<file path="config.mk">
export PLATFORM = sky130hd
export DESIGN_NAME = pcoeff_result_collector
export DESIGN_NICKNAME = d
export VERILOG_FILES = /design/src/rtl/pcoeff_result_collector_pkg.sv /design/src/rtl/pcoeff_result_collector_fifo.sv /design/src/rtl/pcoeff_result_collector.sv
export SDC_FILE = /design/constraint.sdc
export NUM_CORES = 1
export LEC_CHECK = 0
export CAP_MARGIN = 20
export CORE_MARGIN = 2
export CORE_UTILIZATION = 40
export CTS_CLUSTER_DIAMETER = 120
export DETAILED_ROUTE_END_ITERATION = 10
export PLACE_DENSITY_LB_ADDON = 0.12
export REMOVE_ABC_BUFFERS = 1
export SLEW_MARGIN = 25
export SYNTH_ARGS = -nofsm -noshare
export SYNTH_HDL_FRONTEND = slang
export SYNTH_SLANG_ARGS = --single-unit
</file>
<file path="constraint.sdc">
create_clock -name clk -period 28.6 [get_ports clk]
set_input_delay 5.72 -clock clk [delete_from_list [all_inputs] [get_ports clk]]
set_output_delay 5.72 -clock clk [all_outputs]
set_load 0.01 [all_outputs]
</file>
<file path="src/rtl/pcoeff_result_collector_pkg.sv">
// Shared widths and entry layout for the pcoeff result collector.
// PCOEFF_SANITY_CHECK_EN adds a per-entry sanity flag bit.
package pcoeff_result_collector_pkg;

  localparam int DEF_COUNT_W = 35;
  localparam int SUM_EXTRA_W = 35;

`ifdef PCOEFF_SANITY_CHECK_EN
  localparam int FLAG_W  = 2;
  localparam int SAN_LSB = 1;
`else
  localparam int FLAG_W  = 1;
`endif
  localparam int ECC_LSB   = 0;
  localparam int COUNT_LSB = FLAG_W;

  // Entry layout from LSB: flags, count, sum, seq.
  function automatic int sum_lsb(input int cw);
    return FLAG_W + cw;
  endfunction

  function automatic int seq_lsb(input int cw);
    return FLAG_W + cw + cw + SUM_EXTRA_W;
  endfunction

  function automatic int entry_w(input int cw, input int sw);
    return seq_lsb(cw) + sw;
  endfunction

endpackage

</file>
<file path="src/rtl/pcoeff_result_collector_fifo.sv">
// First-word fall-through FIFO with registered storage.
// A push into a full FIFO is accepted only alongside a pop.
module result_fifo #(
  parameter int W     = 8,
  parameter int DEPTH = 16
) (
  input  logic                     clk,
  input  logic                     rst,
  input  logic                     push,
  input  logic                     pop,
  input  logic [W-1:0]             wdata,
  output logic [W-1:0]             rdata,
  output logic                     full,
  output logic                     empty,
  output logic [$clog2(DEPTH):0]   occupancy
);

  localparam int AW = $clog2(DEPTH);

  logic [W-1:0]  mem_q [DEPTH];
  logic [AW-1:0] wptr_q, wptr_d;
  logic [AW-1:0] rptr_q, rptr_d;
  logic [AW:0]   occ_q, occ_d;
  logic          push_ok, pop_ok;

  always_comb begin
    empty   = (occ_q == '0);
    full    = (occ_q == (AW+1)'(DEPTH));
    pop_ok  = pop && !empty;
    push_ok = push && (!full || pop_ok);
    wptr_d  = push_ok ? wptr_q + AW'(1) : wptr_q;
    rptr_d  = pop_ok ? rptr_q + AW'(1) : rptr_q;
    occ_d   = occ_q;
    if (push_ok && !pop_ok) occ_d = occ_q + (AW+1)'(1);
    if (!push_ok && pop_ok) occ_d = occ_q - (AW+1)'(1);
    rdata     = empty ? '0 : mem_q[rptr_q];
    occupancy = occ_q;
  end

  always_ff @(posedge clk or posedge rst) begin
    if (rst) begin
      wptr_q <= '0;
      rptr_q <= '0;
      occ_q  <= '0;
    end else begin
      wptr_q <= wptr_d;
      rptr_q <= rptr_d;
      occ_q  <= occ_d;
    end
  end

  always_ff @(posedge clk) begin
    if (push_ok) mem_q[wptr_q] <= wdata;
  end

endmodule

</file>
<file path="src/rtl/pcoeff_result_collector.sv">
// Tags batch results with a sequence number and ECC flag, buffers them,
// and issues batch credits upstream. PCOEFF_SANITY_CHECK_EN adds outSanityErr.
module pcoeff_result_collector
  import pcoeff_result_collector_pkg::*;
#(
  parameter int PCOEFF_COUNT_BITWIDTH = DEF_COUNT_W,
  parameter int DEPTH                 = 16,
  parameter int SEQ_WIDTH             = 16
) (
  input  logic                                   clk,
  input  logic                                   rst,
  input  logic                                   batchIssued,
  output logic                                   canIssueBatch,
  input  logic                                   resultsValid,
  input  logic [PCOEFF_COUNT_BITWIDTH+35-1:0]    pcoeffSum,
  input  logic [PCOEFF_COUNT_BITWIDTH-1:0]       pcoeffCount,
  input  logic                                   eccStatus,
  output logic                                   outValid,
  input  logic                                   outReady,
  output logic [SEQ_WIDTH-1:0]                   outSeq,
  output logic [PCOEFF_COUNT_BITWIDTH+35-1:0]    outSum,
  output logic [PCOEFF_COUNT_BITWIDTH-1:0]       outCount,
  output logic                                   outEcc,
  output logic [$clog2(DEPTH):0]                 occupancy,
  output logic                                   errOverflow,
  output logic                                   errUnexpected
`ifdef PCOEFF_SANITY_CHECK_EN
  ,
  output logic                                   outSanityErr
`endif
);

  localparam int CW      = PCOEFF_COUNT_BITWIDTH;
  localparam int SW      = CW + SUM_EXTRA_W;
  localparam int OW      = $clog2(DEPTH) + 1;
  localparam int EW      = entry_w(CW, SEQ_WIDTH);
  localparam int SUM_LSB = sum_lsb(CW);
  localparam int SEQ_LSB = seq_lsb(CW);

  logic [OW-1:0]        outstanding_q, outstanding_d;
  logic [SEQ_WIDTH-1:0] seq_q, seq_d;
  logic                 batch_ecc_q, batch_ecc_d;
  logic                 err_ovf_q, err_ovf_d;
  logic                 err_unexp_q, err_unexp_d;

  logic [EW-1:0] wdata, rdata;
  logic          full, empty, pop, ecc_now;
  logic [OW-1:0] fifo_occ;
  logic [OW:0]   credit_sum;

`ifdef PCOEFF_SANITY_CHECK_EN
  logic          sanity;
  logic [SW-1:0] count_ext;

  always_comb begin
    count_ext = {{SUM_EXTRA_W{1'b0}}, pcoeffCount};
    sanity    = ((pcoeffCount == '0) && (pcoeffSum != '0))
             || (pcoeffSum < count_ext)
             || (pcoeffSum > (count_ext << SUM_EXTRA_W));
  end
`endif

  always_comb begin
    pop     = !empty && outReady;
    ecc_now = batch_ecc_q | eccStatus;
`ifdef PCOEFF_SANITY_CHECK_EN
    wdata = {seq_q, pcoeffSum, pcoeffCount, sanity, ecc_now | sanity};
`else
    wdata = {seq_q, pcoeffSum, pcoeffCount, ecc_now};
`endif

    outstanding_d = outstanding_q;
    unique case ({batchIssued, resultsValid})
      2'b10: if (outstanding_q != '1) outstanding_d = outstanding_q + OW'(1);
      2'b01: if (outstanding_q != '0) outstanding_d = outstanding_q - OW'(1);
      default: outstanding_d = outstanding_q;
    endcase

    seq_d       = resultsValid ? seq_q + SEQ_WIDTH'(1) : seq_q;
    batch_ecc_d = resultsValid ? 1'b0 : ecc_now;
    err_ovf_d   = err_ovf_q | (resultsValid && full && !pop);
    err_unexp_d = err_unexp_q | (resultsValid && (outstanding_q == '0));
  end

  always_ff @(posedge clk or posedge rst) begin
    if (rst) begin
      outstanding_q <= '0;
      seq_q         <= '0;
      batch_ecc_q   <= 1'b0;
      err_ovf_q     <= 1'b0;
      err_unexp_q   <= 1'b0;
    end else begin
      outstanding_q <= outstanding_d;
      seq_q         <= seq_d;
      batch_ecc_q   <= batch_ecc_d;
      err_ovf_q     <= err_ovf_d;
      err_unexp_q   <= err_unexp_d;
    end
  end

  result_fifo #(
    .W     (EW),
    .DEPTH (DEPTH)
  ) u_fifo (
    .clk       (clk),
    .rst       (rst),
    .push      (resultsValid),
    .pop       (pop),
    .wdata     (wdata),
    .rdata     (rdata),
    .full      (full),
    .empty     (empty),
    .occupancy (fifo_occ)
  );

  always_comb begin
    credit_sum    = {1'b0, outstanding_q} + {1'b0, fifo_occ};
    canIssueBatch = credit_sum < (OW+1)'(DEPTH);
    outValid      = !empty;
    occupancy     = fifo_occ;
    outSeq        = rdata[SEQ_LSB +: SEQ_WIDTH];
    outSum        = rdata[SUM_LSB +: SW];
    outCount      = rdata[COUNT_LSB +: CW];
    outEcc        = rdata[ECC_LSB];
    errOverflow   = err_ovf_q;
    errUnexpected = err_unexp_q;
  end

`ifdef PCOEFF_SANITY_CHECK_EN
  assign outSanityErr = rdata[SAN_LSB];
`endif

endmodule

</file>
==> results.ini <==
[sta]
slew_viol_final = 0
min_period_ns = 12.21
setup-tns-final_ns = 0
rsz0062_at_grt = false
tightest_slew_ns = 1.083
period_share = 0.4270
clock_skew_ns = 0.01962
setup_viol = 0
fmax_ghz = 0.08188
setup_ws_ns = 16.39
hold_violations = 0
maxSlewHeadroom = 0.2778

[global_routing]
grt_usage = 0.1895
grt_antenna_before_repair = 16
grt_pass1_wl_mm = 260.7
grt_max_degree = 163
grt_overflow = 0
grt_pass1_vias = 36690

[yosys]
synth_most_common_cell = edfxtp_1
syn_avg_cell_area_um2 = 23.87
yosys-top-cells-area = edfxtp_1, mux4_2, mux2i_1, dfrtp_1, o22ai_1
seq_area_frac_synth = 0.7857
yosysWarningCount = 0
ys_types = 43
ys_async_sr_fraction = 0.01860
ys.flop_type = edfxtp_1
yosysTopAreaCell = edfxtp_1
ys_seq_elements = 1989
syn_area_um2 = 75780
synth_edf_count = 1952
ys_top_cells_by_count = edfxtp_1, mux4_2, mux2i_1
netlist_instances = 3174
synth_top_area_share = 0.7735

[floorplan]
die_area_um2 = 192900
core_um2 = 188000
ios = 242
rows = 159
fp.dieW_um = 439.3
die_height_um = 439.3
initial_utilization = 0.4031

[clock_tree]
ctsResizeCount = 0
clockBufferDepth = 3
cts_tree = done
cts-buffers-inserted = 207
clock_latency_ns = 0.82
cts_max_level = 4
clk_pin_slew_ns = 0.06
clock-root-buffer = clkbuf_16
cts_sinks = 1989
cts_setup_buffers = 0
postCtsHoldBufs = 0

[placement]
dp_cells = 5815
portBuffers = 241
dp_hpwl_mm = 89.88
routabilityCongestion = 0.7048
place_ws_ns = 16.89
postPlaceCellArea_um2 = 81240

[worst_setup_path]
crit_fanout = 43
end_kind = output pin
cp-startpoint = u_fifo.rptr_q[2]$_DFFE_PP0N_
reg2reg_depth = 7
critPathKind = flip-flop to output pin
r2r-start = u_fifo.occupancy[3]$_DFFE_PP0P_
start_kind = flip-flop
cp.arrival_ns = 6.49
endpoint = outSum[13]
required_ns = 22.88
r2r-end = u_fifo.mem_q[3][59]$_DFFE_PP_
r2r_slack_ns = 24.31

[detailed_routing]
wirelength_mm = 183.4
drc = 0
viasPerCell = 5.529
final_antenna_net_count = 0
dr_total_vias = 34280
wl_per_cell_um = 29.58
drtPass1Iterations = 6
dr.first_iter.drc_count = 3091

[finish]
fin_cells = 6200
layout.nets = 3658
fin_area_um2 = 87670
drive_gt1_frac = 0.2368
areaGrowthSynthToFinish_pct = 15.70

[power]
combPwrFrac = 0.306
p_per_area_nw_per_um2 = 102.2
leakage_nw = 27.67
clock_power_share = 0.283
power.total_mw = 8.959
p_int_mw = 6.268
sequentialPowerShare = 0.410
p_switching_mw = 2.691
ir_worst_vdd_mv = 0.07917
p_sw_frac = 0.3004

[min_path]
hold_class = flip-flop to flip-flop

[run]
cap_violations = 0

[status]
outcome = completed

-- per-stage QoR --
stage	hold WS, ns	util
5_1_grt	0.5015	0.4663
3_5_place_dp	0.4703	0.4321
4_1_cts	0.4877	0.4661
3_3_place_gp	0.4668	0.4318
2_1_floorplan	0.4833	-
6_report	0.4862	0.4663
-- how the worst min path moves through the flow --
stage / to / slack (ns) / start / cells past startpoint
global placement: errUnexpected$_DFF_PP0_ / 0.47 / errUnexpected$_DFF_PP0_ / 1
global route: errOverflow$_DFF_PP0_ / 0.50 / errOverflow$_DFF_PP0_ / 2
detailed placement: errUnexpected$_DFF_PP0_ / 0.47 / errUnexpected$_DFF_PP0_ / 1
floorplan: outstanding_q[4]$_DFFE_PP0P_ / 0.48 / outstanding_q[4]$_DFFE_PP0P_ / 1
CTS: errUnexpected$_DFF_PP0_ / 0.49 / errUnexpected$_DFF_PP0_ / 1
finish: errOverflow$_DFF_PP0_ / 0.49 / errOverflow$_DFF_PP0_ / 2
-- critical path, cell delays in order (launching register included) --
cell             delay [ns]
dfrtp_4                0.93
buf_4                  0.71
buf_4                  0.82
buf_4                  0.83
buf_4                  0.77
mux4_2                 0.58
mux2i_1                0.21
o22ai_1                0.15
clkdlybuf4s50_1        0.55
-- routing by layer --
metal / vias up / GRT usage / part of all wire
li1: 14360 / - / -
met1: 18850 / 0.2551 / 0.42
met2: 828 / 0.3230 / 0.51
met3: 240 / 0.02958 / 0.046
met4: 6 / 0.04794 / 0.021
met5: - / 0 / 0.00020
-- flip-flops by register name, summed over array words and instances, names as in the netlist --
name,flops
u_fifo.mem_q,1952
u_fifo.rptr_q,4
errOverflow,1
outstanding_q,5
u_fifo.wptr_q,4
batch_ecc_q,1
seq_q,16
u_fifo.occupancy,5
errUnexpected,1
-- final cells by class --
class | count | area [um2]
multi-input combinational | 1004 | 15420
tap | 2495 | 3122
fill | 15270 | 100300
antenna | 6 | 15.01
clock inverter | 121 | 929.6
clock buffer | 257 | 5453
inverter | 11 | 41.29
timing repair buffer | 317 | 3133
sequential | 1989 | 59550
-- cells by family after synthesis --
kind of cell,count (synthesis),synth area share
buffers and inverters,181,0.01235
xor gates and xnor gates,27,0.003121
DFF,1989,0.7857
muxes,737,0.1782
AOI/OAI and AO/OA,146,0.01250
and+or+nand+nor,77,0.005201
adders and majority gates,17,0.002906
-- layout by cell type (no fill, tap or decap), types with 4 or more instances in the layout --
cell	synthesis	routed
o22ai_1	121	121
nand2_1	17	16
clkbuf_1	48	46
xnor2_1	21	21
clkdlybuf4s50_1	0	241
edfxtp_1	1952	1952
buf_12	0	7
inv_6	0	8
ha_1	16	16
diode_2	0	6
nand2b_1	5	4
mux4_2	489	489
dfrtp_1	37	34
clkinvlp_4	0	6
mux2i_1	243	243
nor2_4	0	12
clkinv_2	0	34
xor2_1	6	6
clkinv_1	0	57
bufinv_16	0	13
o21ai_0	5	5
nand4_1	7	7
mux2_2	5	5
nand3_1	9	9
nor3_2	0	4
buf_4	19	61
clkbuf_16	0	211
buf_6	13	6
inv_1	11	10
nor2_1	22	10
-- power by group through the flow --
stage,logic [mW],clock network [mW],registers (mW)
floorplan,2.60,0,4.02
global placement,2.80,0,3.72
detailed placement,2.82,0,3.74
CTS,2.83,2.60,3.68
global route,2.94,2.71,3.70
finish,2.74,2.54,3.68
(Power assumes the default switching activity.)
